$ cat config.mk
export PLATFORM = sky130hd
export DESIGN_NAME = imem_loader
export DESIGN_NICKNAME = d
export VERILOG_FILES = /design/src/rtl/imem_loader.sv
export SDC_FILE = /design/constraint.sdc
export NUM_CORES = 1
export LEC_CHECK = 0
export ABC_AREA = 1
export BUFFER_PORTS_ARGS = -buffer_cell sky130_fd_sc_hd__clkbuf_2
export CAP_MARGIN = 20
export CORE_MARGIN = 10
export CORE_UTILIZATION = 27
export CTS_BUF_LIST = sky130_fd_sc_hd__clkbuf_4
export CTS_CLUSTER_SIZE = 20
export DETAILED_ROUTE_END_ITERATION = 12
export MAX_ROUTING_LAYER = met4
export SETUP_SLACK_MARGIN = 0.4
export SYNTH_ARGS = -nofsm -noshare
export SYNTH_HDL_FRONTEND = slang
export SYNTH_SLANG_ARGS = --single-unit
$ cat constraint.sdc
create_clock -name clk -period 2.3 [get_ports clk]
set_clock_uncertainty 0.05 [all_clocks]
set_input_delay 0.69 -clock clk [delete_from_list [all_inputs] [get_ports clk]]
set_output_delay 0.69 -clock clk [all_outputs]
set_load 0.01 [all_outputs]
$ cat src/rtl/imem_loader.sv
// Byte-stream program loader: assembles little-endian bytes into 32-bit words and
// writes them to instruction memory from BASE_ADDR. Optional csum port via IMEM_LOADER_CHECKSUM_EN.
//
// state   | meaning
// --------+-----------------------------------------------------------
// S_IDLE  | after reset, waiting for start
// S_LOAD  | accepting stream bytes into the assembly register
// S_WRITE | one-cycle instruction-memory write of the assembled word
// S_DONE  | program loaded, waiting for start
// S_ERR   | load aborted (partial word or capacity overflow)
module imem_loader #(
    parameter logic [31:0] BASE_ADDR = 32'h28,
    parameter int          MAX_WORDS = 64
) (
    input  logic        clk,
    input  logic        reset,
    input  logic        start,
    input  logic        in_valid,
    input  logic [7:0]  in_data,
    input  logic        in_last,
    output logic        in_ready,
    output logic        mem_we,
    output logic [31:0] mem_addr,
    output logic [31:0] mem_wdata,
    output logic        busy,
    output logic        done,
    output logic        error,
    output logic [15:0] word_count,
    output logic [31:0] pc_entry
`ifdef IMEM_LOADER_CHECKSUM_EN
    ,
    output logic [31:0] csum
`endif
);

    typedef enum logic [2:0] {S_IDLE, S_LOAD, S_WRITE, S_DONE, S_ERR} state_t;

    state_t      state, state_nxt;
    logic [1:0]  byte_idx;
    logic [23:0] asm_word;
    logic        last_word;
    logic        xfer;
    logic        launch;
    logic        word_full;

    assign pc_entry  = BASE_ADDR;
    // in_ready is exactly "state is LOAD", so use the state directly here
    assign xfer      = (state == S_LOAD) && in_valid;
    assign launch    = start && ((state == S_IDLE) || (state == S_DONE) || (state == S_ERR));
    assign word_full = (({1'b0, word_count} + 17'd1) == 17'(MAX_WORDS));

    always_ff @(posedge clk) begin
        if (reset) state <= S_IDLE;
        else       state <= state_nxt;
    end

    always_comb begin
        state_nxt = state;
        in_ready  = 1'b0;
        busy      = 1'b0;
        done      = 1'b0;
        error     = 1'b0;
        case (state)
            S_IDLE: begin
                if (start) state_nxt = S_LOAD;
            end
            S_LOAD: begin
                in_ready = 1'b1;
                busy     = 1'b1;
                if (xfer) begin
                    if (byte_idx == 2'd3) state_nxt = S_WRITE;
                    else if (in_last)     state_nxt = S_ERR;
                end
            end
            S_WRITE: begin
                busy = 1'b1;
                if (last_word)      state_nxt = S_DONE;
                else if (word_full) state_nxt = S_ERR;
                else                state_nxt = S_LOAD;
            end
            S_DONE: begin
                done = 1'b1;
                if (start) state_nxt = S_LOAD;
            end
            S_ERR: begin
                error = 1'b1;
                if (start) state_nxt = S_LOAD;
            end
            default: state_nxt = S_IDLE;
        endcase
    end

    always_ff @(posedge clk) begin
        if (reset) begin
            byte_idx   <= 2'd0;
            asm_word   <= 24'd0;
            last_word  <= 1'b0;
            word_count <= 16'd0;
            mem_we     <= 1'b0;
            mem_addr   <= 32'd0;
            mem_wdata  <= 32'd0;
`ifdef IMEM_LOADER_CHECKSUM_EN
            csum       <= 32'd0;
`endif
        end else begin
            mem_we <= 1'b0;
            if (launch) begin
                byte_idx   <= 2'd0;
                asm_word   <= 24'd0;
                last_word  <= 1'b0;
                word_count <= 16'd0;
`ifdef IMEM_LOADER_CHECKSUM_EN
                csum       <= 32'd0;
`endif
            end
            if (xfer) begin
                byte_idx <= byte_idx + 2'd1;
                case (byte_idx)
                    2'd0: asm_word[7:0]   <= in_data;
                    2'd1: asm_word[15:8]  <= in_data;
                    2'd2: asm_word[23:16] <= in_data;
                    default: begin
                        // the write port is loaded here so it is valid throughout WRITE
                        mem_we    <= 1'b1;
                        mem_wdata <= {in_data, asm_word};
                        mem_addr  <= BASE_ADDR + {14'd0, word_count, 2'b00};
                        last_word <= in_last;
                    end
                endcase
            end
            if (state == S_WRITE) begin
                word_count <= word_count + 16'd1;
`ifdef IMEM_LOADER_CHECKSUM_EN
                csum       <= csum + mem_wdata;
`endif
            end
        end
    end

endmodule

==> results, run 1 <==
- The run finished with clean final reports.
- The min-delay analysis places its worst path in the category flop to flop.
- Counting flops with a built-in enable in the synthesized netlist gives 0.
- The floorplan step defined a core boundary enclosing approximately 0.017 mm^2.
- The worst setup margin is approximately 0.18 ns.
- The layer flagged by global routing as most heavily used is met2.
- The critical path goes through inv_4 -> nor3_4 -> inv_2 -> o21ai_2 -> buf_2.
- The number of vias in the routed layout is ~4200.
- The total power consumption of the routed design is roughly 3 mW.
- Measured along the y axis, the die boundary spans roughly 150 um.
- The number of core rows is 47.
- The worst slack at placement is roughly 0.31 ns.
- The initial DRC count is between 200 and 250.
- The met3 routing resource usage after global routing is under 10%.
- Dividing total power by cell area gives a power density of 530 mW/mm^2.
- The worst path uses between 90% and 100% of the clock period.
- Setup repair after global routing could not meet its margin everywhere.
- For this run, asynchronously set or reset flops after synthesis account for 0%.
- The final count of negative-setup-slack endpoints is 0.
- Using the TritonRoute via totals, the vias-per-cell ratio works out to 4.41.
- The number of standard cells after synthesis is between 600 and 700.
- The met2 capacity usage during global routing is about a fifth.
- The critical path is of the flop to primary output type.
- Together, buffers and inverters on the worst path number 3.
- The number of nets with antenna violations after routing is 0.
- In this run the horizontal extent of the chip is ~150 um.
- For this run, the number of Yosys warnings is 0.
- The total die area is ~0.023 mm^2.
- The number of global-route vias before repair is 3927.
- The initial core utilization is between 20 and 30%.
- The initial antenna violation count is 1.
- The net count of the finished layout is between 700 and 800.
- The static leakage is 2.58 nW.
- The arrival time reported for the critical path endpoint is approximately 1.4 ns.
- The most used flip-flop cell after synthesis is sky130_fd_sc_hd__dfxtp_1.
- The number of maximum-capacitance violations is 0.
- After global routing the overflow that remains totals 0.
- At the later pin of the worst-skew pair, clock insertion delay measures ~0.5 ns.
- The met1 track demand over resource is 15.3%.
- The required time of the critical path is between 1.5 and 2 ns.
- The number of cells in the finished layout apart from fillers is roughly 960.
- The first detailed-routing pass took 4 iterations.
- The clock buffer count from CTS is 9.
- Wires add up to 14100 um.
- The number of flip-flops and latches in the synthesized netlist is 96.
- The register clock-pin slew on the reported worst setup and hold paths is between 0.15 and 0.2 ns.
- The largest buffer count on any clock path is 2.
- Among all stages on the critical path, the largest delay is contributed by sky130_fd_sc_hd__dfxtp_4.
- After detailed routing, the number of remaining DRC violations is 0.
- The clock root buffer is sky130_fd_sc_hd__clkbuf_4.
- The number of max-slew violations in the final report was 0.
- The global-route wire length before repair is approximately 21000 um.
- The smallest clock period supported by the final layout is computed as 2.12 ns.
- The largest incremental delay on the critical path is around 0.42 ns.
- The CTS tree is done.
- The summed negative setup slack over all endpoints is 0 ns.
- The placed cell count is slightly above 900.
- Buffers inserted to repair hold after CTS numbered 0.
- Once placement finished, the instance area stood at around 0.005 mm^2.
- Compared with the post-synthesis result, the final layout area differs by 23.2%.
- The fraction of the yosys area taken by sequential cells is 41.7%.
- The kind of cell with the highest combined delay along the critical path is flip-flops.
- VDD sags by at most 0.209 mV.
- The element type at the critical path end is a primary output.
- In this run the number of H-tree levels came out at 3.
- The count of buffers from port buffering is 82.
- The largest net degree at the start of global routing is between 50 and 60.
- The post-route netlist has about a quarter of its cells at a drive strength greater than 1.
- CTS saw between 90 and 100 sinks.
- The fmax is around 0.47 GHz.
- The total standard cell area after synthesis is approximately 0.0046 mm^2.
- The average instance in the mapped netlist occupies 7.17 um^2.
- The number of different library cells used by synthesis comes to 32.
- Fill cells in the final layout number 1798.
- The critical path startpoint category is a flop.
- The number of hold violations in the final report is 0.
- The combined global-route utilization of all metal layers is between 10% and 20%.
- Along the worst path, the maximum fanout reaches 4.
- In the final routed layout, each cell accounts on average for approximately 15 um.
- The boundary pin count is between 100 and 150.
- After legalization and detailed placement, the total HPWL measured about 10000 um.
- The global placement routability congestion is 0.902.
- The finished cells cover between 0.005 and 0.006 mm^2.
==> power by group <==
part / internal, mW / total, mW / switching (mW) / leakage, nW
logic: 0.0850 / 0.279 / 0.194 / 1.71
registers: 1.68 / 1.70 / 0.0168 / 0.786
clock network: 0.365 / 1.04 / 0.672 / 0.0877
==> what timing repair did <==
item,CTS,global route
setup endpoints to repair,24,74
pin swaps,2,18
buffers inserted,6,10
gates cloned,0,1
gates resized for setup,33,65
==> cell type report <==
class	instances	area [um^2]	area share, %
Tap cell	220	275	4.85
Clock inverter	7	95.1	1.67
Timing Repair Buffer	112	758	13.4
Inverter	46	184	3.24
Multi-Input combinational cell	472	2330	41.1
Sequential cell	96	1960	34.6
Clock buffer	9	67.6	1.19
Antenna cell	1	2.50	0.0441
==> cell usage in the layout (no fill, tap or decap), types with 6 or more instances in the layout <==
| master | instances |
|---|---|
| sky130_fd_sc_hd__o21ai_1 | 8 |
| sky130_fd_sc_hd__nand3_1 | 61 |
| sky130_fd_sc_hd__inv_1 | 37 |
| sky130_fd_sc_hd__buf_4 | 18 |
| sky130_fd_sc_hd__a21oi_1 | 49 |
| sky130_fd_sc_hd__nor2_1 | 21 |
| sky130_fd_sc_hd__dfxtp_1 | 77 |
| sky130_fd_sc_hd__o21ai_0 | 37 |
| sky130_fd_sc_hd__dfxtp_4 | 7 |
| sky130_fd_sc_hd__nand4_1 | 6 |
| sky130_fd_sc_hd__clkbuf_2 | 76 |
| sky130_fd_sc_hd__nand2_1 | 186 |
| sky130_fd_sc_hd__buf_6 | 8 |
| sky130_fd_sc_hd__xor2_1 | 7 |
| sky130_fd_sc_hd__nor2_2 | 11 |
| sky130_fd_sc_hd__clkbuf_4 | 9 |
| sky130_fd_sc_hd__conb_1 | 47 |
| sky130_fd_sc_hd__dfxtp_2 | 12 |
==> sequential cells by signal (all words and copies together), names as in the netlist <==
| register | cells |
|---|---|
| asm_word | 24 |
| byte_idx | 2 |
| last_word | 1 |
| mem_addr | 17 |
| mem_wdata | 32 |
| mem_we | 1 |
| state | 3 |
| word_count | 16 |
==> per-stage QoR <==
step / utilization (%) / hold WS, ns
floorplan: - / 0.369
global placement: 30.6 / 0.382
detailed placement: 30.6 / 0.381
CTS: 32.3 / 0.382
global route: 34.1 / 0.396
finish: 34.1 / 0.400
==> worst register-to-register path, delay by kind of cell, from the launching register on <==
| kind | cells | cell delay [ns] |
|---|---|---|
| buf+inv | 7 | 0.77 |
| flops | 1 | 0.42 |
| simple gates | 6 | 0.64 |
==> logic make-up (layout without fill, tap and decap cells) <==
logic type      count (synthesis)  count (layout)  share of synthesized area, %
fa+ha+maj                       7               7                          1.90
compound gates                106             106                          12.0
simple gates                  305             305                          28.7
xor+xnor                        7               7                          1.33
buf+inv                       120             174                          14.2
other cells                     2              48                         0.163
flops                          96              96                          41.7
==> cells in the mapped netlist, types with 2 or more instances <==
| master | instances | area share [%] |
|---|---|---|
| sky130_fd_sc_hd__nor2_2 | 3 | 0.41 |
| sky130_fd_sc_hd__clkbuf_1 | 12 | 0.98 |
| sky130_fd_sc_hd__inv_2 | 4 | 0.33 |
| sky130_fd_sc_hd__o21ai_0 | 45 | 4.9 |
| sky130_fd_sc_hd__buf_2 | 6 | 0.65 |
| sky130_fd_sc_hd__nor2_1 | 30 | 2.4 |
| sky130_fd_sc_hd__buf_4 | 52 | 8.5 |
| sky130_fd_sc_hd__inv_1 | 42 | 3.4 |
| sky130_fd_sc_hd__xor2_1 | 7 | 1.3 |
| sky130_fd_sc_hd__nor3_1 | 3 | 0.33 |
| sky130_fd_sc_hd__ha_1 | 7 | 1.9 |
| sky130_fd_sc_hd__a21oi_1 | 50 | 5.4 |
| sky130_fd_sc_hd__buf_1 | 4 | 0.33 |
| sky130_fd_sc_hd__nand4_1 | 6 | 0.81 |
| sky130_fd_sc_hd__dfxtp_1 | 96 | 42 |
| sky130_fd_sc_hd__nor2_8 | 2 | 0.87 |
| sky130_fd_sc_hd__o221ai_1 | 3 | 0.57 |
| sky130_fd_sc_hd__conb_1 | 2 | 0.16 |
| sky130_fd_sc_hd__o21ai_1 | 3 | 0.33 |
| sky130_fd_sc_hd__nand3_1 | 62 | 6.7 |
| sky130_fd_sc_hd__nand2_1 | 192 | 16 |
| sky130_fd_sc_hd__nand2_2 | 2 | 0.27 |
==> worst paths after layout <==
kind	from	endpoint	slack [ns]	cells past startpoint
setup / recovery	state[0]$_SDFFE_PP0P_	busy	0.18	5
hold / removal	asm_word[23]$_SDFF_PP0_	mem_wdata[23]$_SDFFE_PP0P_	0.40	2
setup reg to reg	state[0]$_SDFFE_PP0P_	mem_wdata[31]$_SDFFE_PP0P_	0.35	13
hold reg to reg	asm_word[23]$_SDFF_PP0_	mem_wdata[23]$_SDFFE_PP0P_	0.40	2
==> routing by layer <==
| metal | vias up | share of wire (%) | wire, um |
|---|---|---|---|
| li1 | 2186 | - | - |
| met1 | 1964 | 47 | 6580 |
| met2 | 86 | 48 | 6720 |
| met3 | 12 | 4.3 | 600 |
| met4 | 0 | 1.3 | 184 |
| met5 | - | 0 | 0 |
(Power assumes the default switching activity.)
==> run 2: changes to the inputs <==
--- a/config.mk
+++ b/config.mk
@@ -9,11 +9,12 @@
 export BUFFER_PORTS_ARGS = -buffer_cell sky130_fd_sc_hd__clkbuf_2
 export CAP_MARGIN = 20
 export CORE_MARGIN = 10
-export CORE_UTILIZATION = 27
+export CORE_UTILIZATION = 54
 export CTS_BUF_LIST = sky130_fd_sc_hd__clkbuf_4
 export CTS_CLUSTER_SIZE = 20
 export DETAILED_ROUTE_END_ITERATION = 12
 export MAX_ROUTING_LAYER = met4
+export PLACE_DENSITY = 0.82
 export SETUP_SLACK_MARGIN = 0.4
 export SYNTH_ARGS = -nofsm -noshare
 export SYNTH_HDL_FRONTEND = slang
==> constraint.sdc (replaced) <==
create_clock -name clk -period 2.2 [get_ports clk]
set_clock_uncertainty 0.05 [all_clocks]
set_input_delay 0.66 -clock clk [delete_from_list [all_inputs] [get_ports clk]]
set_output_delay 0.66 -clock clk [all_outputs]
set_load 0.01 [all_outputs]
==> results, run 2 (same netlist as run 1, synthesis figures left out) <==
- The run finished with clean final reports.
- The top cell types in the final layout, fill and taps aside, are 182 x sky130_fd_sc_hd__nand2_1, 77 x sky130_fd_sc_hd__dfxtp_1, 75 x sky130_fd_sc_hd__clkbuf_2, 61 x sky130_fd_sc_hd__nand3_1, 48 x sky130_fd_sc_hd__a21oi_1.
- Setup repair after global routing could not meet its margin everywhere.
- The final layout net count is 783 (+3.4%).
- The count of buffers from port buffering was 82 (unchanged).
- The summed negative setup slack over all endpoints was 0 ns (unchanged).
- The final count of negative-setup-slack endpoints is 0 (unchanged).
- The mean number of vias per cell is 5.35 (+21%).
- The placed cell count came to 812 (-13%).
- The number of core rows is 33 (-30%).
- The minimum clock period after layout is approximately 2 ns.
- The placeable core region is 0.00826 mm^2 (-50%).
- Ranked by flip-flop count, first place goes to mem_wdata.
- The arrival time reported for the critical path endpoint is 1.35 ns (-0.03 ns).
- The post-detailed-placement half-perimeter wirelength is 8840 um (-11%).
- The total global routing overflow came to 0 (unchanged).
- The register clock-pin slew on the reported worst setup and hold paths is 0.17 ns (-0.02 ns).
- The critical path startpoint category is a flop.
- The clock latency of the later-clocked register in the worst-skew pair came to 0.46 ns (-0.03 ns).
- The total power consumption of the routed design was 3.14 mW (+4.3%).
- The number of cells in the finished layout apart from fillers is 873 (-9.3%).
- The first-pass iteration count of the detailed router is 6 (+2).
- The global placement routability congestion came to 0.939 (+4.2%).
- The number of maximum-capacitance violations is 0 (unchanged).
- The worst setup path is captured at a primary output.
- The maximum ir drop on the vdd rail is 0.301 mV (+44%).
- The number of fillers in the final layout was 694 (-61%).
- In the final layout, the registers with the most flip-flops are mem_wdata (32), asm_word (24), mem_addr (17).
- The global-route wire length before repair came to 21200 um (-0.65%).
- The proportion of layout cells with a drive suffix above 1 is 29.4% (+3.4 points).
- The required time of the critical path was 1.49 ns (-0.07 ns).
- The number of hold violations in the final report is 0 (unchanged).
- Compared with the post-synthesis result, the final layout area differs by 28.1%.
- The number of diodes came to 0 (-1).
- The combined global-route utilization of all metal layers came to 20.3% (+8.2 points).
- The worst hold slack across all endpoints is 0.400 ns (+0.0000920 ns).
- The detailed-route DRC error count was 0 (unchanged).
- The die span in y came to 112 um (-25%).
- The cell count of the worst reg-to-reg path is 13 (unchanged).
- The number of clock sinks is 96 (unchanged).
- The average wire per standard cell came to 16.2 um (+11%).
- The number of vias in the routed layout is 4672 (+10%).
- The initial core utilization is 55.8% (+28 points).
- The setup path with the least slack is of type flop to primary output.
- The clock buffer count from CTS was 9 (unchanged).
- The number of flip-flops under the largest register name is 32 (unchanged).
- The initial DRC count is 343 (+67%).
- The worst hold path belongs to the class flop to flop.
- The clock root buffer is sky130_fd_sc_hd__clkbuf_4.
- The die outline width is 112 um (-25%).
- The final core utilization came to 71.5% (+37 points).
- The final wirelength is 14200 um (+0.60%).
- The number of max-slew violations in the final report came to 0 (unchanged).
- The portion of the clock cycle consumed by the worst path in the final layout is between 90% and 100%.
- The CTS tree is done.
- The total die area is 0.0126 mm^2 (-44%).
- The number of nets with antenna violations after routing is 0 (unchanged).
- The number of buffers added to fix hold violations after cts is 0 (unchanged).
- The largest buffer count on any clock path is 2 (unchanged).
- The static leakage is 2.77 nW (+7.5%).
- The boundary pin count was 130 (unchanged).
- The H-tree depth reported by CTS was 3 (unchanged).
- The initial antenna violation count was 0 (-1).
- The most frequent standard cell in the layout excluding fill and tap cells is sky130_fd_sc_hd__nand2_1.
- The power per cell area is 532 mW/mm^2 (+0.27%).
- The largest net degree at the start of global routing is 44 (-23%).
- The number of global-route vias before repair is 4304 (+9.6%).
- The instance count along the most critical hold path is 2 (unchanged).
- The largest fanout of any net on the critical path is 2 (-2).
- The fmax is just under 0.5 GHz.
[run 2: changes by cell type in the layout (fill, tap and decap cells not counted), moves of 3 or more]
cell,delta
sky130_fd_sc_hd__buf_4,+10
sky130_fd_sc_hd__buf_6,+12
sky130_fd_sc_hd__dfxtp_2,-6
sky130_fd_sc_hd__dfxtp_4,+6
sky130_fd_sc_hd__nand2_1,-4
sky130_fd_sc_hd__nand2_4,+3
sky130_fd_sc_hd__nor2_1,-3
sky130_fd_sc_hd__nor2_4,+4
sky130_fd_sc_hd__o21ai_0,-3
[run 2: area by class of cell]
class	count	area [um^2]	area share [%]
tap	105	131	2.23
multi-input combinational	473	2390	40.6
timing repair inverter	1	6.26	0.106
clock buffer	9	67.6	1.14
timing repair buffer	136	1040	17.7
clock inverter	7	81.3	1.38
sequential	96	1980	33.5
inverter	46	200	3.39
[run 2: final timing paths]
check,start,to,slack (ns)
hold reg to reg,asm_word[22]$_SDFF_PP0_,mem_wdata[22]$_SDFFE_PP0P_,0.40
setup / recovery,state[2]$_SDFFE_PP0P_,in_ready,0.14
setup reg to reg,state[2]$_SDFFE_PP0P_,state[1]$_SDFFE_PP0P_,0.16
hold / removal,asm_word[22]$_SDFF_PP0_,mem_wdata[22]$_SDFFE_PP0P_,0.40
[run 2: critical path, stage by stage (launching register included)]
cell and delay, ns:
sky130_fd_sc_hd__dfxtp_4 0.40, sky130_fd_sc_hd__nor3_4 0.21, sky130_fd_sc_hd__buf_4 0.15, sky130_fd_sc_hd__clkbuf_8 0.12
[run 2: power breakdown]
| group | internal, mW | leakage (nW) | switching, mW |
|---|---|---|---|
| combinational | 0.151 | 1.90 | 0.240 |
| sequential | 1.75 | 0.787 | 0.0172 |
| clock | 0.278 | 0.0805 | 0.706 |
| total | 2.18 | 2.77 | 0.963 |
[run 2: what timing repair did]
action                                  in CTS  in global routing
gates resized for setup                     54                 85
buffers inserted                            31                  9
endpoints found under the setup margin      49                105
hold endpoints to repair                     0                  0
gates cloned                                 2                  3
pin swaps                                   11                 10
[run 2: metrics by stage]
stage	area [um^2]	setup slack, ns
after floorplan	4780	0.425
after global placement	4950	0.326
after detailed placement	4950	0.258
after CTS	5540	0.0612
after global routing	5900	0.0593
final	5900	0.140
[run 2: routing by layer]
layer | wire (um) | vias up | global-route usage, % | share of wire (%)
met3 | 1150 | 34 | 4.74 | 8.1
met1 | 5850 | 2173 | 24.7 | 41
met5 | 0 | - | - | 0
met4 | 282 | 0 | 6.51 | 2.0
met2 | 6880 | 231 | 32.6 | 49
li1 | - | 2234 | - | -
